--- config.mk ---
export PLATFORM = sky130hd
export DESIGN_NAME = button_conditioner_flat
export DESIGN_NICKNAME = d
export VERILOG_FILES = /design/src/rtl/button_conditioner_if.sv /design/src/rtl/button_conditioner.sv /design/src/flat_wrapper.sv
export SDC_FILE = /design/constraint.sdc
export NUM_CORES = 1
export LEC_CHECK = 0
export ABC_AREA = 1
export CORE_MARGIN = 2
export CORE_UTILIZATION = 40
export CTS_BUF_LIST = sky130_fd_sc_hd__clkbuf_4
export DETAILED_ROUTE_END_ITERATION = 16
export DONT_BUFFER_PORTS = 1
export GPL_ROUTABILITY_DRIVEN = 0
export HOLD_SLACK_MARGIN = 0.02
export RECOVER_POWER = 100
export SETUP_SLACK_MARGIN = 0.05
export SYNTH_ARGS = -nofsm -noshare
export SYNTH_HDL_FRONTEND = slang
export SYNTH_SLANG_ARGS = --single-unit
--- constraint.sdc ---
create_clock -name clockCustom -period 1.65 [get_ports clockCustom]
set_input_delay 0.33 -clock clockCustom [delete_from_list [all_inputs] [get_ports clockCustom]]
set_output_delay 0.33 -clock clockCustom [all_outputs]
set_load 0.02 [all_outputs]
--- src/rtl/button_conditioner_if.sv ---
// button_conditioner_if
//   Bundles the raw front-panel inputs and the conditioned outputs of
//   button_conditioner.
//   buttonRaw   [N_BTN]   bouncy push-button levels (asynchronous)
//   switchRaw   [DATA_W]  slide-switch bus (asynchronous)
//   buttonPulse [N_BTN]   one-cycle strobe per qualified press
//   buttonLevel [N_BTN]   debounced button level
//   dataOut     [DATA_W]  switch value captured with a strobe
//   master: drives raw inputs (board / bench); slave: the conditioner.
interface button_conditioner_if #(
  parameter int N_BTN  = 3,
  parameter int DATA_W = 4
);
  logic [N_BTN-1:0]  buttonRaw;
  logic [DATA_W-1:0] switchRaw;
  logic [N_BTN-1:0]  buttonPulse;
  logic [N_BTN-1:0]  buttonLevel;
  logic [DATA_W-1:0] dataOut;

  modport master (
    output buttonRaw, switchRaw,
    input  buttonPulse, buttonLevel, dataOut
  );

  modport slave (
    input  buttonRaw, switchRaw,
    output buttonPulse, buttonLevel, dataOut
  );
endinterface

--- src/rtl/button_conditioner.sv ---
// button_conditioner
//   Synchronizes and debounces N_BTN push buttons and captures the switch
//   bus whenever any button qualifies a press.
//   clockCustom  system clock, rising edge
//   resetGral    synchronous active-high reset
//   bus          button_conditioner_if.slave (raw inputs in, strobes,
//                levels and captured switch data out)

// One debounce channel: LOW -> RISE -> HIGH -> FALL with a shared counter.
module button_debounce_lane #(
  parameter int DB_CYCLES = 16,
  parameter int CNT_W     = 5
) (
  input  logic clockCustom,
  input  logic resetGral,
  input  logic synced,
  output logic pulseSet,   // combinational: pulse registers on this edge
  output logic pulse,
  output logic level
);
  typedef enum logic [1:0] {LOW, RISE, HIGH, FALL} state_t;

  localparam logic [CNT_W-1:0] LAST = CNT_W'(DB_CYCLES - 1);

  state_t           state, stateNext;
  logic [CNT_W-1:0] cnt, cntNext;
  logic             levelNext;

  always_ff @(posedge clockCustom) begin
    if (resetGral) begin
      state <= LOW;
      cnt   <= '0;
      pulse <= 1'b0;
      level <= 1'b0;
    end else begin
      state <= stateNext;
      cnt   <= cntNext;
      pulse <= pulseSet;
      level <= levelNext;
    end
  end

  always_comb begin
    stateNext = state;
    cntNext   = cnt;
    pulseSet  = 1'b0;
    case (state)
      LOW:  if (synced) begin stateNext = RISE; cntNext = '0; end
      RISE: begin
        if (!synced) begin
          stateNext = LOW;
          cntNext   = '0;
        end else if (cnt == LAST) begin
          stateNext = HIGH;
          cntNext   = '0;
          pulseSet  = 1'b1;
        end else begin
          cntNext = cnt + CNT_W'(1);
        end
      end
      HIGH: if (!synced) begin stateNext = FALL; cntNext = '0; end
      FALL: begin
        // Bounce back high is a continuation of the same press: no pulse.
        if (synced) begin
          stateNext = HIGH;
          cntNext   = '0;
        end else if (cnt == LAST) begin
          stateNext = LOW;
          cntNext   = '0;
        end else begin
          cntNext = cnt + CNT_W'(1);
        end
      end
      default: begin stateNext = LOW; cntNext = '0; end
    endcase
  end

  // Level decoded from the next state so the register moves with the FSM.
  always_comb begin
    levelNext = (stateNext == HIGH) || (stateNext == FALL);
  end
endmodule

module button_conditioner #(
  parameter int N_BTN     = 3,
  parameter int DATA_W    = 4,
  parameter int DB_CYCLES = 16,
  parameter int CNT_W     = 5
) (
  input  logic clockCustom,
  input  logic resetGral,
  button_conditioner_if.slave bus
);
  logic [N_BTN-1:0]  btnSync1, btnSync2;
  logic [DATA_W-1:0] swSync1, swSync2;
  logic [N_BTN-1:0]  pulseSet, pulseQ, levelQ;
  logic [DATA_W-1:0] dataQ;

  always_ff @(posedge clockCustom) begin
    if (resetGral) begin
      btnSync1 <= '0;
      btnSync2 <= '0;
      swSync1  <= '0;
      swSync2  <= '0;
      dataQ    <= '0;
    end else begin
      btnSync1 <= bus.buttonRaw;
      btnSync2 <= btnSync1;
      swSync1  <= bus.switchRaw;
      swSync2  <= swSync1;
      // One capture even when several channels qualify together.
      if (|pulseSet) dataQ <= swSync2;
    end
  end

  for (genvar i = 0; i < N_BTN; i++) begin : g_lane
    button_debounce_lane #(
      .DB_CYCLES (DB_CYCLES),
      .CNT_W     (CNT_W)
    ) u_lane (
      .clockCustom (clockCustom),
      .resetGral   (resetGral),
      .synced      (btnSync2[i]),
      .pulseSet    (pulseSet[i]),
      .pulse       (pulseQ[i]),
      .level       (levelQ[i])
    );
  end

  assign bus.buttonPulse = pulseQ;
  assign bus.buttonLevel = levelQ;
  assign bus.dataOut     = dataQ;
endmodule
--- src/flat_wrapper.sv ---
// flat-port wrapper written by rule: the top's interface ports become plain ports
module button_conditioner_flat 
#(
  parameter int N_BTN     = 3,
  parameter int DATA_W    = 4,
  parameter int DB_CYCLES = 16,
  parameter int CNT_W     = 5
)
  (clockCustom, resetGral, bus_buttonRaw, bus_switchRaw, bus_buttonPulse, bus_buttonLevel, bus_dataOut);
  button_conditioner_if #(.N_BTN(N_BTN), .DATA_W(DATA_W)) bus_i ();
  input  logic clockCustom;
  input  logic resetGral;
  input wire logic [$bits(bus_i.buttonRaw)-1:0] bus_buttonRaw;
  input wire logic [$bits(bus_i.switchRaw)-1:0] bus_switchRaw;
  output wire logic [$bits(bus_i.buttonPulse)-1:0] bus_buttonPulse;
  output wire logic [$bits(bus_i.buttonLevel)-1:0] bus_buttonLevel;
  output wire logic [$bits(bus_i.dataOut)-1:0] bus_dataOut;
  assign bus_i.buttonRaw = bus_buttonRaw;
  assign bus_i.switchRaw = bus_switchRaw;
  assign bus_buttonPulse = bus_i.buttonPulse;
  assign bus_buttonLevel = bus_i.buttonLevel;
  assign bus_dataOut = bus_i.dataOut;
  button_conditioner #(.N_BTN(N_BTN), .DATA_W(DATA_W), .DB_CYCLES(DB_CYCLES), .CNT_W(CNT_W)) u_core (.clockCustom(clockCustom), .resetGral(resetGral), .bus(bus_i));
endmodule
==> impl_metrics.tcl <==
set metrics [dict create \
    startpoint "u_core.g_lane[1].u_lane.cnt[0]" \
    drtIter0Drc 52 \
    seq_area_um2 901 \
    skew_ps 10.9 \
    cts.sinks 45 \
    placementRows 24 \
    period_needed_ps 1430 \
    hold_path_startpoint "resetGral" \
    hp-class "input pin to flip-flop" \
    end_kind "flip-flop" \
    multi_input_area_um2 653 \
    rr_startpoint "u_core.g_lane[1].u_lane.cnt[0]" \
    drive_gt1_frac 0.0658 \
    maxCapViolCount 0 \
    numCtsBuffers 5 \
    status "complete, no violations" \
    arrival_ps 1730 \
    mostFrequentLayoutCell "dfxtp_1" \
    timing.setup.tns_ps 0 \
    tightestPinTransition_ps 610 \
    ys_ff_latch 45 \
    core_um2 4320 \
    wl_per_cell_um 10.3 \
    route.detailed.drc 0 \
    path_clk_slew_ps 130 \
    yosys_warnings 0 \
    syn-cell-area_um2 1770 \
    fp.dieW_um 70.6 \
    setup_viol 0 \
    slew_violations 0 \
    rsz0062_at_grt "no" \
    synth.distinct_cells 26 \
    first_pass_iters 4 \
    viasPerCell 4.49 \
    ctsRootBufferMaster "clkbuf_4" \
    htreeDepth 2 \
    clk_latency_ps 350 \
    antenna_found_initial 0 \
    criticalPathCategory "flip-flop to flip-flop" \
    grt_max_degree 17 \
    finalInstanceArea_um2 1860 \
    area_growth_pct 4.94 \
    grt_pass1_wl_mm 5.09 \
    fmax_mhz 700 \
    clock_path_buffers 2 \
    dieHeight_um 70.6 \
    placed_cell_area_um2 1780 \
    required_ps 1950 \
    overflow 0 \
    final_cell_mix "dfxtp_1 (45), nor2_1 (44), nand2_1 (41), inv_1 (32), a21oi_1 (16)" \
    die_area_um2 4980 \
    power.total_mw 1.83 \
    finalHoldViolCount 0 \
    relSlewSlack 0.592 \
    critPathLaunchType "flip-flop" \
    syn_inst 226 \
    antennaDiodeCount 0 \
    cp_max_fo 4 \
    p_per_area_nw_per_um2 986 \
    placed_cells 269 \
    peakVddDrop_mv 0.580 \
    fin_cells 280 \
    vias 1258 \
    first_global_vias 1205 \
    routed_wl_mm 2.90 \
    io_pins 19 \
    start_util 0.410 \
    track_usage 0.129 \
    holdWs_ps 36.6 \
    period_share 0.866 \
    cts_tree "built" \
    seq_area_frac_synth 0.508 \
    nFillCells 475 \
    detail-route-antenna-nets 0 \
    final_net_count 239 \
    portBuffers 0 \
    leakage_nw 0.766 \
    synth_area_per_cell_um2 7.84 \
    synth_fp_nets 238 \
    dpl.hpwl_mm 2.00 \
]
## layout make-up
| cell class | count | area share |
|---|---|---|
| multi-input cells | 137 | 0.351 |
| repair buffers | 4 | 0.0188 |
| well taps | 52 | 0.0350 |
| clock buffers | 5 | 0.0202 |
| inverters | 34 | 0.0686 |
| clock inverters | 3 | 0.0222 |
| flip-flops and latches | 45 | 0.484 |
## registers in the layout, summed over array words and instances (netlist names)
signal,flops
u_core.btnSync1,3
u_core.g_lane.u_lane.level,3
u_core.g_lane.u_lane.state,6
u_core.btnSync2,3
u_core.bus.dataOut,4
u_core.swSync2,4
u_core.g_lane.u_lane.pulse,3
u_core.g_lane.u_lane.cnt,15
u_core.swSync1,4
## stage by stage
stage                     worst slack (ps)  utilization
after floorplan                        430            -
after global placement                 259        0.412
after detailed placement               239        0.412
after CTS                              202        0.432
after global routing                  30.2        0.430
final                                  221        0.430
## logic make-up after synthesis
family / count (synthesis) / synth area share
buffers and inverters: 44 / 0.109
AOI/OAI and AO/OA: 26 / 0.0790
DFF: 45 / 0.508
xor gates and xnor gates: 6 / 0.0296
adders and majority gates: 3 / 0.0212
and+or+nand+nor: 102 / 0.253
## cells in the mapped netlist
cell type,number,area [um2]
a21oi_2,1,8.76
xnor2_1,3,26.3
a21oi_1,16,80.1
o21ai_0,4,20.0
xor2_1,3,26.3
ha_1,3,37.5
dfxtp_1,45,901
and3_1,1,6.26
nand3_2,1,10.0
nand4_1,2,12.5
o21ai_2,1,8.76
buf_4,7,52.6
nor2_1,41,154
o21a_1,1,7.51
buf_2,1,5.00
nor2_4,2,22.5
nor3_2,2,20.0
o21ai_1,3,15.0
inv_1,32,120
nor3_1,1,5.00
nand2_1,39,146
nor2_2,3,18.8
inv_2,2,7.51
buf_1,2,7.51
nand3_1,7,35.0
nand2_2,3,18.8
## timing repair
item	in CTS	in global routing
endpoints found under the hold margin	16	9
gates resized for setup	0	2
setup buffers	0	1
hold buffers	1	1
endpoints found under the setup margin	0	4
## report_power, final
part           leakage [nW]  switching (mW)  total, mW  internal, mW
clock network        0.0389           0.342      0.656         0.314
registers             0.366         0.00837       1.11          1.10
logic                 0.361          0.0436     0.0659        0.0223
## final timing paths
path / to / slack (ps) / cells after the start
max reg2reg: u_core.g_lane[1].u_lane.level / 220 / 7
min reg2reg: u_core.btnSync2[2] / 410 / 2
min: u_core.g_lane[2].u_lane.pulse / 40 / 1
max: u_core.g_lane[1].u_lane.level / 220 / 7
## worst max-delay path: stages (launching register included)
cell and delay, ps:
dfxtp_1 400, ha_1 200, nand3_1 110, nor2_1 150, inv_1 70, nor2_1 200, o21ai_1 110, a21oi_1 130
## routing by layer
layer / routed length (um) / vias to the layer above / track usage
li1: - / 690 / -
met1: 1430 / 548 / 0.167
met2: 1330 / 14 / 0.196
met3: 85 / 6 / 0.0385
met4: 56 / 0 / 0.0629
met5: 0 / - / 0
Power figures use the tool's default switching activity.
